<file path="src/rtl/dwpe_ctrl.sv">
// dwpe_ctrl: tap/tile/channel sequencer for one depthwise PE.
// Streams KSIZE^2 weight+pixel reads, waits for the MAC result, writes it out.
module dwpe_ctrl #(
    parameter int POX   = 16,
    parameter int KSIZE = 3,
    parameter int CH_W  = 10,
    parameter int TL_W  = 10,
    parameter int AW    = 16
) (
    input  logic            clk,
    input  logic            rst,
    input  logic            start,
    input  logic [CH_W-1:0] num_ch,
    input  logic [TL_W-1:0] num_tiles,
    output logic            busy,
    output logic            done,
    output logic            wbuf_rd_en,
    output logic [AW-1:0]   wbuf_raddr,
    output logic            pbuf_rd_en,
    output logic [AW-1:0]   pbuf_raddr,
    output logic            dwpe_ena,
    input  logic            result_valid_0,
    output logic            obuf_wr,
    output logic [AW-1:0]   obuf_addr,
    input  logic            obuf_ready
);
    localparam int KK    = KSIZE * KSIZE;
    localparam int TAP_W = $clog2(KK + 1);
    localparam logic [TAP_W-1:0] TAP_LAST = TAP_W'(KK - 1);
    localparam logic [AW-1:0]    W_STEP   = AW'(KK);

    generate
        if (POX < 1 || KSIZE < 1) begin : g_bad_param
            $error("dwpe_ctrl: POX and KSIZE must be positive");
        end
    endgenerate

    typedef enum logic [2:0] {
        S_IDLE, S_LOAD, S_DRAIN, S_WRITE, S_NEXT, S_FIN
    } state_t;

    state_t            r_state;
    state_t            w_next;
    logic [CH_W-1:0]   r_nch;
    logic [TL_W-1:0]   r_ntl;
    logic [CH_W-1:0]   r_ch;
    logic [TL_W-1:0]   r_tile;
    logic [TAP_W-1:0]  r_tap;
    logic [AW-1:0]     r_wbase;
    logic [AW-1:0]     r_paddr;
    logic [AW-1:0]     r_oidx;
    logic              r_ena;
    logic              w_zero;
    logic              w_last_tile;
    logic              w_last_ch;

    assign w_zero      = (num_ch == '0) || (num_tiles == '0);
    assign w_last_tile = (r_tile == r_ntl - TL_W'(1));
    assign w_last_ch   = (r_ch == r_nch - CH_W'(1));

    always_ff @(posedge clk) begin
        if (rst) r_state <= S_IDLE;
        else     r_state <= w_next;
    end

    always_comb begin
        w_next = r_state;
        unique case (r_state)
            S_IDLE:  if (start) w_next = w_zero ? S_FIN : S_LOAD;
            S_LOAD:  if (r_tap == TAP_LAST) w_next = S_DRAIN;
            S_DRAIN: if (result_valid_0) w_next = S_WRITE;
            S_WRITE: if (obuf_ready) w_next = S_NEXT;
            S_NEXT:  w_next = (w_last_ch && w_last_tile) ? S_FIN : S_LOAD;
            S_FIN:   w_next = S_IDLE;
            default: w_next = S_IDLE;
        endcase
    end

    // Running pointers: weight base steps per channel, pixel pointer never rewinds.
    always_ff @(posedge clk) begin
        if (rst) begin
            r_nch   <= '0;
            r_ntl   <= '0;
            r_ch    <= '0;
            r_tile  <= '0;
            r_tap   <= '0;
            r_wbase <= '0;
            r_paddr <= '0;
            r_oidx  <= '0;
            r_ena   <= 1'b0;
        end else begin
            r_ena <= (r_state == S_LOAD);
            case (r_state)
                S_IDLE: begin
                    if (start) begin
                        r_nch   <= num_ch;
                        r_ntl   <= num_tiles;
                        r_ch    <= '0;
                        r_tile  <= '0;
                        r_tap   <= '0;
                        r_wbase <= '0;
                        r_paddr <= '0;
                        r_oidx  <= '0;
                    end
                end
                S_LOAD: begin
                    r_paddr <= r_paddr + AW'(1);
                    r_tap   <= (r_tap == TAP_LAST) ? '0 : r_tap + TAP_W'(1);
                end
                S_NEXT: begin
                    r_oidx <= r_oidx + AW'(1);
                    if (w_last_tile) begin
                        r_tile  <= '0;
                        r_ch    <= r_ch + CH_W'(1);
                        r_wbase <= r_wbase + W_STEP;
                    end else begin
                        r_tile <= r_tile + TL_W'(1);
                    end
                end
                default: ;
            endcase
        end
    end

    always_comb begin
        busy       = (r_state != S_IDLE);
        done       = 1'b0;
        wbuf_rd_en = 1'b0;
        pbuf_rd_en = 1'b0;
        wbuf_raddr = '0;
        pbuf_raddr = '0;
        obuf_wr    = 1'b0;
        obuf_addr  = '0;
        unique case (r_state)
            S_LOAD: begin
                wbuf_rd_en = 1'b1;
                pbuf_rd_en = 1'b1;
                wbuf_raddr = r_wbase + AW'(r_tap);
                pbuf_raddr = r_paddr;
            end
            S_WRITE: begin
                obuf_wr   = 1'b1;
                obuf_addr = r_oidx;
            end
            S_FIN:   done = 1'b1;
            default: ;
        endcase
    end

    assign dwpe_ena = r_ena;

endmodule

</file>
<file path="config.mk">
export PLATFORM = sky130hd
export DESIGN_NAME = dwpe_ctrl
export DESIGN_NICKNAME = d
export VERILOG_FILES = /design/src/rtl/dwpe_ctrl.sv
export SDC_FILE = /design/constraint.sdc
export NUM_CORES = 1
export LEC_CHECK = 0
export ABC_CLOCK_PERIOD_IN_PS = 5100
export CAP_MARGIN = 20
export CORE_ASPECT_RATIO = 1.5
export CORE_MARGIN = 4
export CORE_UTILIZATION = 55
export CTS_CLUSTER_SIZE = 8
export DETAILED_ROUTE_END_ITERATION = 12
export PLACE_DENSITY = 0.8
export RECOVER_POWER = 100
export SETUP_SLACK_MARGIN = 0.02
export SLEW_MARGIN = 20
export SYNTH_ARGS = -nofsm -noshare
export SYNTH_HDL_FRONTEND = slang
export SYNTH_SLANG_ARGS = --single-unit
</file>
<file path="constraint.sdc">
create_clock -name clk -period 5.1 [get_ports clk]
set_input_delay 1.02 -clock clk [delete_from_list [all_inputs] [get_ports clk]]
set_output_delay 1.02 -clock clk [all_outputs]
set_load 0.03 [all_outputs]
</file>
==> results of run 1 <==
[sequential cells by signal (all words and copies together), names as in the netlist]
register  flops
r_ch         10
r_wbase      16
r_tap         4
r_ntl        10
r_oidx       16
r_tile       10
dwpe_ena      1
r_nch        10
r_state       3
r_paddr      16
[report_power, final]
group          leakage [nW]  internal, W  switching [W]
combinational          1.49     0.000197       0.000360
sequential            0.777     0.000793      0.0000658
clock                 0.145     0.000388       0.000272
total                  2.41      0.00138       0.000698
[final cells by class]
type | instances | share of cell area [%]
Inverter | 15 | 0.8500
Multi-Input combinational cell | 586 | 51.51
Timing Repair Buffer | 83 | 12.11
Clock inverter | 4 | 0.6800
Clock buffer | 11 | 3.665
Tap cell | 115 | 2.172
Sequential cell | 96 | 29.01
[critical path, stage by stage, from the launching register on]
cell,delay (ns)
sky130_fd_sc_hd__dfxtp_1,0.44
sky130_fd_sc_hd__inv_1,0.07
sky130_fd_sc_hd__ha_1,0.25
sky130_fd_sc_hd__o21ba_2,0.22
sky130_fd_sc_hd__a221oi_1,0.29
sky130_fd_sc_hd__o22ai_1,0.13
sky130_fd_sc_hd__a2111oi_1,1.76
sky130_fd_sc_hd__a21oi_2,0.10
sky130_fd_sc_hd__buf_4,0.32
sky130_fd_sc_hd__or4_1,0.53
sky130_fd_sc_hd__a21oi_1,0.15
[worst paths after layout]
path              startpoint        to  slack, ns  cells past startpoint
setup / recovery    r_ntl[0]   r_ch[7]       0.74                     10
setup reg to reg    r_ntl[0]   r_ch[7]       0.74                     10
hold reg to reg     r_ntl[9]  r_ntl[9]       0.47                      2
hold / removal      r_ntl[9]  r_ntl[9]       0.47                      2
[synthesized netlist by cell type (all sizes together) (5+ instances only)]
| master | n |
|---|---|
| a22oi | 5 |
| xor2 | 17 |
| nor2b | 8 |
| o31ai | 12 |
| or4 | 16 |
| ha | 13 |
| and2 | 34 |
| nor3 | 12 |
| a31oi | 5 |
| clkbuf | 39 |
| nand4 | 8 |
| o21ai | 35 |
| buf | 6 |
| o211ai | 7 |
| dfxtp | 96 |
| a311oi | 9 |
| xnor2 | 18 |
| and3 | 7 |
| or2 | 10 |
| nand2 | 91 |
| a21oi | 81 |
| nand3 | 43 |
| nor2 | 71 |
| inv | 15 |
| nor4 | 9 |
| or3 | 30 |
[stage by stage]
| stage | cell area (sq um) | util (%) | setup WS [ns] | power, W |
|---|---|---|---|---|
| detailed placement | 6370 | 65.00 | 1.294 | 0.001446 |
| CTS | 6658 | 67.94 | 0.9124 | 0.002107 |
| floorplan | 5583 | - | 1.917 | 0.001298 |
| finish | 6624 | 67.59 | 0.7438 | 0.002076 |
| global placement | 6365 | 64.95 | 1.400 | 0.001423 |
| global route | 6624 | 67.59 | 0.4359 | 0.002195 |
[layer usage]
layer	vias up	global-route usage (%)	wire length, um	share of wire [%]
li1	2739	-	-	-
met2	135	41.95	7263	52
met3	24	5.263	604	4.3
met4	0	8.092	252	1.8
met1	2583	28.01	5770	42
met5	-	0	0	0
[layout by cell type, fill, tap and decap left out, drive strengths merged, types with 7 or more instances in the layout]
| master | synthesis | layout |
|---|---|---|
| nand3 | 43 | 43 |
| or2 | 10 | 10 |
| o211ai | 7 | 7 |
| and3 | 7 | 7 |
| or3 | 30 | 30 |
| dfxtp | 96 | 96 |
| nand4 | 8 | 8 |
| xor2 | 17 | 17 |
| ha | 13 | 13 |
| o31ai | 12 | 12 |
| clkbuf | 39 | 14 |
| a21oi | 81 | 81 |
| nor2b | 8 | 8 |
| dlygate4sd3 | 0 | 53 |
| nor4 | 9 | 9 |
| nor3 | 12 | 12 |
| inv | 15 | 15 |
| nand2 | 91 | 91 |
| xnor2 | 18 | 18 |
| a311oi | 9 | 9 |
| clkdlybuf4s50 | 0 | 24 |
| nor2 | 71 | 71 |
| o21ai | 35 | 35 |
| and2 | 34 | 34 |
| or4 | 16 | 16 |
[kinds of logic (layout without fill, tap and decap cells)]
family | after synthesis | in the layout | share of synthesized area [%]
mux | 4 | 4 | 0.7620
flops | 96 | 96 | 34.42
buf+inv | 60 | 113 | 4.236
compound gates | 179 | 179 | 19.66
fa+ha+maj | 14 | 14 | 3.272
simple gates | 354 | 354 | 32.16
xor+xnor | 35 | 35 | 5.491
==> flow_results.xml, run 1 <==
<?xml version="1.0" encoding="UTF-8"?>
<metrics>
  <group name="sta">
    <metric name="timing_max_transition_violations_final" unit="">10</metric>
    <metric name="min_period" unit="ns">4.356</metric>
    <metric name="worst_slew_pin_slew" unit="ns">2.141</metric>
    <metric name="post-route-period-util" unit="%">85.42</metric>
    <metric name="fin_setup_tns" unit="ns">0</metric>
    <metric name="final_hold_viol_count" unit="">0</metric>
    <metric name="worst_slew_margin_rel" unit="%">-43.09</metric>
    <metric name="worst_clk_skew" unit="ns">0.007225</metric>
    <metric name="maxClockFrequency" unit="GHz">0.2296</metric>
    <metric name="grt_setup_unrepaired" unit="">no</metric>
    <metric name="whs" unit="ns">0.4744</metric>
    <metric name="setup_viol" unit="">0</metric>
  </group>
  <group name="floorplanning">
    <metric name="core_rows" unit="">44</metric>
    <metric name="initial_core_utilization" unit="%">56.97</metric>
    <metric name="floorplan.die_area" unit="sq um">11860</metric>
    <metric name="number_of_i_o_pins" unit="">79</metric>
    <metric name="die_x" unit="um">90.26</metric>
    <metric name="dieHeight" unit="um">131.4</metric>
    <metric name="area_inside_the_core_boundary" unit="sq um">9799</metric>
  </group>
  <group name="route">
    <metric name="drt-wirelength-per-cell" unit="um">15.27</metric>
    <metric name="number_of_nets_with_antenna_violations_after_routing" unit="">0</metric>
    <metric name="detailedRoute.firstIterationViolations" unit="">304</metric>
    <metric name="vias" unit="">5481</metric>
    <metric name="detail_route.first_pass.iterations" unit="">5</metric>
    <metric name="detail_route.drc_violations" unit="">0</metric>
    <metric name="viasPerCell" unit="">6.023</metric>
    <metric name="totalWireLength" unit="um">13890</metric>
  </group>
  <group name="power">
    <metric name="powerDensity" unit="nW/um^2">313.4</metric>
    <metric name="power_leakage" unit="nW">2.413</metric>
    <metric name="max-vdd-ir-drop" unit="V">0.0002238</metric>
  </group>
  <group name="final_layout">
    <metric name="fill_cells" unit="">814</metric>
    <metric name="layoutNonFillerInstCount" unit="">910</metric>
    <metric name="diodes" unit="">0</metric>
    <metric name="final_net_count" unit="">830</metric>
    <metric name="regArea" unit="sq um">1922</metric>
    <metric name="drive_above_1_share" unit="%">4.403</metric>
    <metric name="multi_input_logic_area" unit="sq um">3412</metric>
    <metric name="area_growth_syn_to_layout" unit="%">18.65</metric>
  </group>
  <group name="setup_path">
    <metric name="worstPathMaxFanout" unit="">46</metric>
    <metric name="endpoint_kind" unit="">flip-flop</metric>
    <metric name="start_kind" unit="">flip-flop</metric>
    <metric name="cp_data_arrival_time" unit="ns">4.62</metric>
    <metric name="setup.worst_path.class" unit="">reg2reg</metric>
    <metric name="timing.critical_path.required" unit="ns">5.36</metric>
  </group>
  <group name="yosys">
    <metric name="synth_top_cell_area_share" unit="%">34.42</metric>
    <metric name="synthesis.instances" unit="">742</metric>
    <metric name="synth-seq-cells" unit="">96</metric>
    <metric name="synth-seq-area-share" unit="%">34.42</metric>
    <metric name="ys_dominant_reg_cell" unit="">sky130_fd_sc_hd__dfxtp_1</metric>
    <metric name="netlist_top_cells_area" unit="">sky130_fd_sc_hd__dfxtp_1 (34%), sky130_fd_sc_hd__a21oi_1 (7.2%), sky130_fd_sc_hd__nand2_1 (6.1%)</metric>
    <metric name="async_reset_ff_share" unit="%">0</metric>
    <metric name="synth_area" unit="sq um">5583</metric>
    <metric name="avgSynthCellArea" unit="sq um">7.524</metric>
    <metric name="synth_fp_nets" unit="">781</metric>
    <metric name="synthesis.yosys.warnings" unit="">0</metric>
    <metric name="synth_enable_flop_cells" unit="">0</metric>
    <metric name="synthDistinctLibCells" unit="">53</metric>
    <metric name="netlist.top_cell.by_area" unit="">sky130_fd_sc_hd__dfxtp_1</metric>
  </group>
  <group name="placed_design">
    <metric name="detailedPlacementHpwl" unit="um">9806</metric>
    <metric name="gp_congestion" unit="">0.8615</metric>
    <metric name="post-place-cells" unit="">895</metric>
    <metric name="io_buffer_count" unit="">78</metric>
  </group>
  <group name="cts">
    <metric name="clock_path_buffers" unit="">2</metric>
    <metric name="root_buffer" unit="">sky130_fd_sc_hd__clkbuf_16</metric>
    <metric name="cts.repair_timing.setup_buffer_count" unit="">0</metric>
    <metric name="cts.clk_slew.worst_paths" unit="ns">0.06</metric>
    <metric name="clkLatencyLatePin" unit="ns">0.35</metric>
    <metric name="tritoncts_num_sinks" unit="">96</metric>
    <metric name="tritoncts.num_buffers" unit="">9</metric>
    <metric name="cts_tree" unit="">done</metric>
    <metric name="post_cts.resized_instances" unit="">0</metric>
    <metric name="hold_fix_buffers_at_cts" unit="">0</metric>
    <metric name="ctsHtreeMaxLevel" unit="">3</metric>
  </group>
  <group name="global_routing">
    <metric name="grt_pass1_vias" unit="">5244</metric>
    <metric name="total_gr_overflow" unit="">0</metric>
    <metric name="grt_first_pass_wirelength" unit="um">23910</metric>
    <metric name="grt_max_degree" unit="">47</metric>
    <metric name="global_route.usage.total" unit="%">23.66</metric>
    <metric name="antenna_found_initial" unit="">0</metric>
  </group>
  <group name="status">
    <metric name="outcome" unit="">finished with violations</metric>
    <metric name="failing_checks" unit="">capacitance limit, slew limit</metric>
  </group>
  <group name="job">
    <metric name="maxCapViolCount" unit="">1</metric>
  </group>
  <group name="hold_path">
    <metric name="hold_path.class" unit="">reg2reg</metric>
  </group>
</metrics>
Power figures use the tool's default switching activity.
==> run 2, diff against run 1 <==
- ABC_CLOCK_PERIOD_IN_PS: 5100 -> 3680
- CORE_UTILIZATION: 55 -> 49
- PLACE_DENSITY: 0.8 -> 0.76
- clock period: 5.1 -> 3.68 ns (I/O delays scaled with it)
==> run 2 against run 1 <==
Compared with the run above: the run still ends with capacitance limit, slew limit left; power up 45%; flip-flop and latch count unchanged; setup slack worse by 0.54 ns; largest cell class unchanged.
==> flow_results.xml, run 2 (synthesis gave the netlist of run 1 again) <==
<?xml version="1.0" encoding="UTF-8"?>
<metrics>
  <group name="final_layout">
    <metric name="fill_cells" unit="">1017</metric>
    <metric name="layout.cell_area.non_filler" unit="sq um">6745</metric>
    <metric name="layout.cells.most_common_list" unit="">sky130_fd_sc_hd__dfxtp_1 (96), sky130_fd_sc_hd__nand2_1 (91), sky130_fd_sc_hd__a21oi_1 (80), sky130_fd_sc_hd__nor2_1 (70), sky130_fd_sc_hd__dlygate4sd3_1 (45)</metric>
    <metric name="diodes" unit="">0</metric>
    <metric name="final_common_cell" unit="">sky130_fd_sc_hd__dfxtp_1</metric>
    <metric name="area_growth_syn_to_layout" unit="%">20.82</metric>
    <metric name="final_net_count" unit="">839</metric>
    <metric name="util_after_layout" unit="%">60.69</metric>
    <metric name="drive_above_1_share" unit="%">5.839</metric>
    <metric name="largest_registers" unit="">r_oidx (16), r_paddr (16), r_wbase (16)</metric>
    <metric name="layoutNonFillerInstCount" unit="">952</metric>
  </group>
  <group name="global_routing">
    <metric name="grt_first_pass_wirelength" unit="um">24230</metric>
    <metric name="total_gr_overflow" unit="">0</metric>
    <metric name="antenna_found_initial" unit="">0</metric>
    <metric name="grt_pass1_vias" unit="">5350</metric>
    <metric name="grt_max_degree" unit="">47</metric>
    <metric name="global_route.usage.total" unit="%">22.21</metric>
  </group>
  <group name="route">
    <metric name="top_signal_layer_used" unit="">met4</metric>
    <metric name="detail_route.drc_violations" unit="">0</metric>
    <metric name="detail_route.first_pass.iterations" unit="">6</metric>
    <metric name="totalWireLength" unit="um">14400</metric>
    <metric name="viasPerCell" unit="">5.798</metric>
    <metric name="wirelength_met1" unit="um">5951</metric>
    <metric name="number_of_nets_with_antenna_violations_after_routing" unit="">0</metric>
    <metric name="detailedRoute.firstIterationViolations" unit="">284</metric>
    <metric name="detailroute.wirelength.met3" unit="um">497</metric>
    <metric name="vias" unit="">5520</metric>
    <metric name="drt-wirelength-per-cell" unit="um">15.13</metric>
    <metric name="wl_met2" unit="um">7523</metric>
  </group>
  <group name="setup_path">
    <metric name="worstPathMaxFanout" unit="">11</metric>
    <metric name="timing.critical_path.required" unit="ns">2.94</metric>
    <metric name="crit_path_cell_chain" unit="">ha_1 &gt; fa_1 &gt; a21o_1 &gt; a21oi_1 &gt; buf_4 &gt; o21ai_0 &gt; a21oi_1 &gt; clkdlybuf4s50_1</metric>
    <metric name="worst_path_dominant_cell_family" unit="">buffers and inverters</metric>
    <metric name="cp_data_arrival_time" unit="ns">2.74</metric>
    <metric name="cp_num_buf_inv" unit="">2</metric>
    <metric name="start_kind" unit="">flip-flop</metric>
    <metric name="setup.worst_path.class" unit="">reg2out</metric>
    <metric name="crit_path_max_incr_delay" unit="ns">0.69</metric>
    <metric name="endpoint_kind" unit="">output port</metric>
    <metric name="worst_path_most_repeated_cell" unit="">sky130_fd_sc_hd__a21oi_1</metric>
    <metric name="crit_slowest_cell" unit="">sky130_fd_sc_hd__clkdlybuf4s50_1</metric>
  </group>
  <group name="placed_design">
    <metric name="detailedPlacementHpwl" unit="um">10300</metric>
    <metric name="io_buffer_count" unit="">78</metric>
    <metric name="placed_area" unit="sq um">6472</metric>
    <metric name="gp_congestion" unit="">0.8606</metric>
    <metric name="post-place-cells" unit="">936</metric>
  </group>
  <group name="cts">
    <metric name="clkLatencyLatePin" unit="ns">0.34</metric>
    <metric name="root_buffer" unit="">sky130_fd_sc_hd__clkbuf_16</metric>
    <metric name="post_cts.resized_instances" unit="">1</metric>
    <metric name="clock_path_buffers" unit="">2</metric>
    <metric name="ctsHtreeMaxLevel" unit="">3</metric>
    <metric name="tritoncts.num_buffers" unit="">9</metric>
    <metric name="hold_fix_buffers_at_cts" unit="">0</metric>
    <metric name="cts.clk_slew.worst_paths" unit="ns">0.06</metric>
    <metric name="cts_tree" unit="">done</metric>
    <metric name="cts.repair_timing.setup_buffer_count" unit="">0</metric>
    <metric name="tritoncts_num_sinks" unit="">96</metric>
  </group>
  <group name="status">
    <metric name="failing_checks" unit="">capacitance limit, slew limit</metric>
    <metric name="outcome" unit="">finished with violations</metric>
  </group>
  <group name="power">
    <metric name="pwr-share-clk" unit="%">33.3</metric>
    <metric name="p_seq_share" unit="%">39.6</metric>
    <metric name="cell_internal_pwr" unit="W">0.002002</metric>
    <metric name="powerDensity" unit="nW/um^2">446.0</metric>
    <metric name="total_switching_power" unit="W">0.001007</metric>
    <metric name="power_leakage" unit="nW">2.415</metric>
    <metric name="net_switching_fraction_of_the_power" unit="%">33.46</metric>
    <metric name="max-vdd-ir-drop" unit="V">0.0002406</metric>
    <metric name="power.share.combinational" unit="%">27.1</metric>
  </group>
  <group name="sta">
    <metric name="maxClockFrequency" unit="GHz">0.2874</metric>
    <metric name="worst_slew_margin_rel" unit="%">-8.289</metric>
    <metric name="setup_viol" unit="">0</metric>
    <metric name="worst_slew_pin_slew" unit="ns">1.624</metric>
    <metric name="min_period" unit="ns">3.480</metric>
    <metric name="final_hold_viol_count" unit="">0</metric>
    <metric name="worst_clk_skew" unit="ns">0.007726</metric>
    <metric name="fin_setup_tns" unit="ns">0</metric>
    <metric name="post-route-period-util" unit="%">94.56</metric>
    <metric name="timing_max_transition_violations_final" unit="">37</metric>
    <metric name="grt_setup_unrepaired" unit="">no</metric>
  </group>
  <group name="floorplanning">
    <metric name="area_inside_the_core_boundary" unit="sq um">11110</metric>
    <metric name="core_rows" unit="">47</metric>
    <metric name="dieHeight" unit="um">138.7</metric>
    <metric name="initial_core_utilization" unit="%">50.23</metric>
    <metric name="die_x" unit="um">95.16</metric>
    <metric name="number_of_i_o_pins" unit="">79</metric>
    <metric name="floorplan.die_area" unit="sq um">13200</metric>
  </group>
  <group name="job">
    <metric name="maxCapViolCount" unit="">1</metric>
  </group>
  <group name="hold_path">
    <metric name="hold_path.class" unit="">reg2reg</metric>
  </group>
</metrics>
## run 2: cell types whose count changed in the layout (fill, tap and decap cells not counted), moves of 2 or more
cell / before / now
sky130_fd_sc_hd__and2_1: 31 / 33
sky130_fd_sc_hd__and2_0: 3 / 1
sky130_fd_sc_hd__buf_4: 2 / 8
sky130_fd_sc_hd__clkbuf_1: 4 / 12
sky130_fd_sc_hd__clkinvlp_4: 0 / 2
sky130_fd_sc_hd__clkdlybuf4s50_1: 24 / 26
sky130_fd_sc_hd__dlygate4sd3_1: 53 / 45
## run 2: power groups by stage
| stage | Sequential, W | Combinational [W] | Clock (W) |
|---|---|---|---|
| after detailed placement | 0.00121 | 0.000820 | 0 |
| after global routing | 0.00120 | 0.000914 | 0.00106 |
| final | 0.00119 | 0.000816 | 0.00100 |
| after floorplan | 0.00117 | 0.000624 | 0 |
| after global placement | 0.00121 | 0.000789 | 0 |
| after CTS | 0.00119 | 0.000830 | 0.00102 |
## run 2: final timing paths
path	startpoint	end	slack [ns]	cells after the start
hold / removal	r_nch[9]	r_nch[9]	0.49	2
hold reg to reg	r_nch[9]	r_nch[9]	0.49	2
setup reg to reg	r_ntl[0]	r_ch[7]	0.37	8
setup / recovery	r_wbase[0]	wbuf_raddr[8]	0.20	8
## run 2: final cells by class
class / count / area (sq um) / area share [%]
sequential: 96 / 1922 / 28.49
clock buffer: 10 / 239.0 / 3.543
timing repair buffer: 92 / 820.8 / 12.17
tap: 147 / 183.9 / 2.727
inverter: 15 / 60.06 / 0.8904
clock inverter: 6 / 82.58 / 1.224
multi-input combinational: 586 / 3437 / 50.96
## run 2: worst register-to-register path, delay by kind of cell (launching register included)
| family | cells | cell delay, ns |
|---|---|---|
| flip-flops | 1 | 0.36 |
| AND/OR/NAND/NOR | 3 | 1.63 |
| buffers and inverters | 1 | 0.46 |
| AO/OA/AOI/OAI | 4 | 0.78 |
## run 2: per-stage QoR
step	worst slack (ns)	hold WS, ns	total power [W]
final	0.2002	0.4850	0.003009
after global routing	0.03082	0.5021	0.003179
after CTS	0.1001	0.4871	0.003039
after detailed placement	0.3581	0.4715	0.002032
after global placement	0.4624	0.4591	0.001995
after floorplan	0.7810	0.4472	0.001798
## run 2: routing by layer
metal	up-vias	GRT usage (%)
met1	2593	25.80
met5	-	0
met3	31	4.560
li1	2773	-
met2	123	38.58
met4	0	9.430
==> run 3, diff against run 2 <==
- CORE_ASPECT_RATIO: 1.5 -> 1.1
- CORE_MARGIN: 4 -> not set
==> run 3 against run 2 <==
Compared with the run above: the run now ends clean; routed wire length shrank 1.6%; global-route usage up 2.0 points; sequential share of layout area about the same; fmax down 1.1%; clock power rose by 11%; setup slack got worse by 0.040 ns; clock skew shrank 0.0020 ns; non-clock buffer count down 1; clock-buffer cell count grew 2; cell area grew 0.15%; largest cell class unchanged.
==> flow_results.xml, run 3 (synthesis gave the netlist of run 1 again) <==
<?xml version="1.0" encoding="UTF-8"?>
<metrics>
  <group name="route">
    <metric name="totalWireLength" unit="um">14170</metric>
    <metric name="detail_route.first_pass.iterations" unit="">5</metric>
    <metric name="drt-wirelength-per-cell" unit="um">14.90</metric>
    <metric name="vias" unit="">5576</metric>
    <metric name="number_of_nets_with_antenna_violations_after_routing" unit="">0</metric>
    <metric name="viasPerCell" unit="">5.863</metric>
    <metric name="detailedRoute.firstIterationViolations" unit="">374</metric>
    <metric name="detail_route.drc_violations" unit="">0</metric>
  </group>
  <group name="sta">
    <metric name="min_period" unit="ns">3.520</metric>
    <metric name="fin_setup_tns" unit="ns">0</metric>
    <metric name="whs" unit="ns">0.4774</metric>
    <metric name="grt_setup_unrepaired" unit="">no</metric>
    <metric name="maxClockFrequency" unit="GHz">0.2841</metric>
    <metric name="post-route-period-util" unit="%">95.65</metric>
    <metric name="final_hold_viol_count" unit="">0</metric>
    <metric name="worst_clk_skew" unit="ns">0.005753</metric>
    <metric name="worst_slew_pin_slew" unit="ns">1.341</metric>
    <metric name="worst_slew_margin_rel" unit="%">9.921</metric>
    <metric name="setup_viol" unit="">0</metric>
    <metric name="timing_max_transition_violations_final" unit="">0</metric>
  </group>
  <group name="floorplanning">
    <metric name="core_rows" unit="">40</metric>
    <metric name="area_inside_the_core_boundary" unit="sq um">11010</metric>
    <metric name="initial_core_utilization" unit="%">50.70</metric>
    <metric name="floorplan.die_area" unit="sq um">11830</metric>
    <metric name="number_of_i_o_pins" unit="">79</metric>
    <metric name="dieHeight" unit="um">114.0</metric>
    <metric name="die_x" unit="um">103.8</metric>
  </group>
  <group name="global_routing">
    <metric name="global_route.usage.total" unit="%">24.25</metric>
    <metric name="antenna_found_initial" unit="">0</metric>
    <metric name="grt_first_pass_wirelength" unit="um">23720</metric>
    <metric name="total_gr_overflow" unit="">0</metric>
    <metric name="grt_pass1_vias" unit="">5286</metric>
    <metric name="grt_max_degree" unit="">67</metric>
  </group>
  <group name="cts">
    <metric name="tritoncts_num_sinks" unit="">96</metric>
    <metric name="clkLatencyLatePin" unit="ns">0.35</metric>
    <metric name="hold_fix_buffers_at_cts" unit="">0</metric>
    <metric name="clock_path_buffers" unit="">2</metric>
    <metric name="root_buffer" unit="">sky130_fd_sc_hd__clkbuf_16</metric>
    <metric name="cts_tree" unit="">done</metric>
    <metric name="post_cts.resized_instances" unit="">0</metric>
    <metric name="ctsHtreeMaxLevel" unit="">3</metric>
    <metric name="cts.clk_slew.worst_paths" unit="ns">0.07</metric>
    <metric name="tritoncts.num_buffers" unit="">9</metric>
    <metric name="cts.repair_timing.setup_buffer_count" unit="">0</metric>
  </group>
  <group name="setup_path">
    <metric name="timing.critical_path.required" unit="ns">2.94</metric>
    <metric name="endpoint_kind" unit="">output port</metric>
    <metric name="cp_data_arrival_time" unit="ns">2.78</metric>
    <metric name="start_kind" unit="">flip-flop</metric>
    <metric name="worstPathMaxFanout" unit="">11</metric>
    <metric name="reg2regPathDepth" unit="">8</metric>
    <metric name="setup.worst_path.class" unit="">reg2out</metric>
  </group>
  <group name="job">
    <metric name="maxCapViolCount" unit="">0</metric>
  </group>
  <group name="final_layout">
    <metric name="layoutNonFillerInstCount" unit="">951</metric>
    <metric name="layout.cell_area.non_filler" unit="sq um">6755</metric>
    <metric name="diodes" unit="">0</metric>
    <metric name="area_growth_syn_to_layout" unit="%">21.00</metric>
    <metric name="drive_above_1_share" unit="%">5.473</metric>
    <metric name="largest_registers" unit="">r_oidx (16), r_paddr (16), r_wbase (16)</metric>
    <metric name="layout.cells.most_common_list" unit="">sky130_fd_sc_hd__dfxtp_1 (96), sky130_fd_sc_hd__nand2_1 (91), sky130_fd_sc_hd__a21oi_1 (80), sky130_fd_sc_hd__nor2_1 (71), sky130_fd_sc_hd__clkdlybuf4s50_1 (44)</metric>
    <metric name="final_common_cell" unit="">sky130_fd_sc_hd__dfxtp_1</metric>
    <metric name="final_net_count" unit="">838</metric>
  </group>
  <group name="placed_design">
    <metric name="post-place-cells" unit="">935</metric>
    <metric name="placed_area" unit="sq um">6465</metric>
    <metric name="detailedPlacementHpwl" unit="um">9790</metric>
    <metric name="gp_congestion" unit="">0.8525</metric>
    <metric name="io_buffer_count" unit="">78</metric>
  </group>
  <group name="power">
    <metric name="pwr-share-clk" unit="%">35.9</metric>
    <metric name="powerDensity" unit="nW/um^2">459.8</metric>
    <metric name="net_switching_fraction_of_the_power" unit="%">32.82</metric>
    <metric name="power_leakage" unit="nW">2.354</metric>
    <metric name="p_seq_share" unit="%">38.2</metric>
    <metric name="power.share.combinational" unit="%">25.9</metric>
    <metric name="total_switching_power" unit="W">0.001020</metric>
    <metric name="cell_internal_pwr" unit="W">0.002087</metric>
    <metric name="max-vdd-ir-drop" unit="V">0.0002611</metric>
  </group>
  <group name="hold_path">
    <metric name="hold_path.class" unit="">reg2reg</metric>
    <metric name="hold_path_depth" unit="">2</metric>
  </group>
  <group name="status">
    <metric name="outcome" unit="">finished clean</metric>
  </group>
</metrics>
run 3: cell count changes in the layout (fill, tap and decap cells not counted), sizes merged:
cell,delta
clkinvlp,-2
inv,+2
dlygate4sd3,-19
clkdlybuf4s50,+18
bufinv,+1
clkinv,-3
clkbuf,+2
run 3: power groups by stage:
| stage | logic, W | registers, W | clock network [W] |
|---|---|---|---|
| 6_report | 0.000804 | 0.00119 | 0.00111 |
| 5_1_grt | 0.000896 | 0.00120 | 0.00117 |
| 4_1_cts | 0.000828 | 0.00119 | 0.00113 |
| 3_5_place_dp | 0.000822 | 0.00121 | 0 |
| 3_3_place_gp | 0.000790 | 0.00120 | 0 |
| 2_1_floorplan | 0.000624 | 0.00117 | 0 |
run 3: layer usage:
| metal | vias to the layer above | global-route usage, % | wire length, um | part of all wire (%) |
|---|---|---|---|---|
| met1 | 2627 | 27.79 | 6082 | 43 |
| met3 | 27 | 3.257 | 643 | 4.5 |
| li1 | 2758 | - | - | - |
| met5 | - | 0 | 0 | 0 |
| met2 | 164 | 44.61 | 7127 | 50 |
| met4 | 0 | 11.90 | 320 | 2.3 |
run 3: cell type report:
| class | count | area [sq um] |
|---|---|---|
| Clock buffer | 12 | 256.5 |
| Clock inverter | 4 | 98.84 |
| Fill cell | 961 | 4255 |
| Inverter | 15 | 56.30 |
| Multi-Input combinational cell | 586 | 3430 |
| Sequential cell | 96 | 1922 |
| Tap cell | 147 | 183.9 |
| Timing Repair Buffer | 91 | 808.3 |
run 3: worst paths after layout:
check	start	to	slack (ns)
worst min register to register	r_ntl[9]	r_ntl[9]	0.48
worst max register to register	r_ntl[0]	r_tile[5]	0.21
worst max-delay path	r_tap[1]	wbuf_raddr[7]	0.16
worst min-delay path	r_ntl[9]	r_ntl[9]	0.48
run 3: per-stage QoR:
step | worst slack, ns | total power (W) | utilization [%]
finish | 0.1603 | 0.003106 | 61.35
global route | 0.01639 | 0.003263 | 61.35
CTS | 0.1256 | 0.003142 | 61.94
detailed placement | 0.3450 | 0.002030 | 58.72
global placement | 0.5595 | 0.001993 | 58.72
floorplan | 0.7810 | 0.001798 | -
run 3: worst max-delay path, cell delays in order (launching register included):
cell                              delay, ns
sky130_fd_sc_hd__dfxtp_1               0.38
sky130_fd_sc_hd__ha_1                  0.31
sky130_fd_sc_hd__a21o_1                0.10
sky130_fd_sc_hd__a21oi_1               0.08
sky130_fd_sc_hd__nor2b_1               0.16
sky130_fd_sc_hd__nor2_1                0.06
sky130_fd_sc_hd__buf_4                 0.17
sky130_fd_sc_hd__or3_1                 0.30
sky130_fd_sc_hd__a21oi_1               0.18
sky130_fd_sc_hd__clkdlybuf4s50_1       0.70
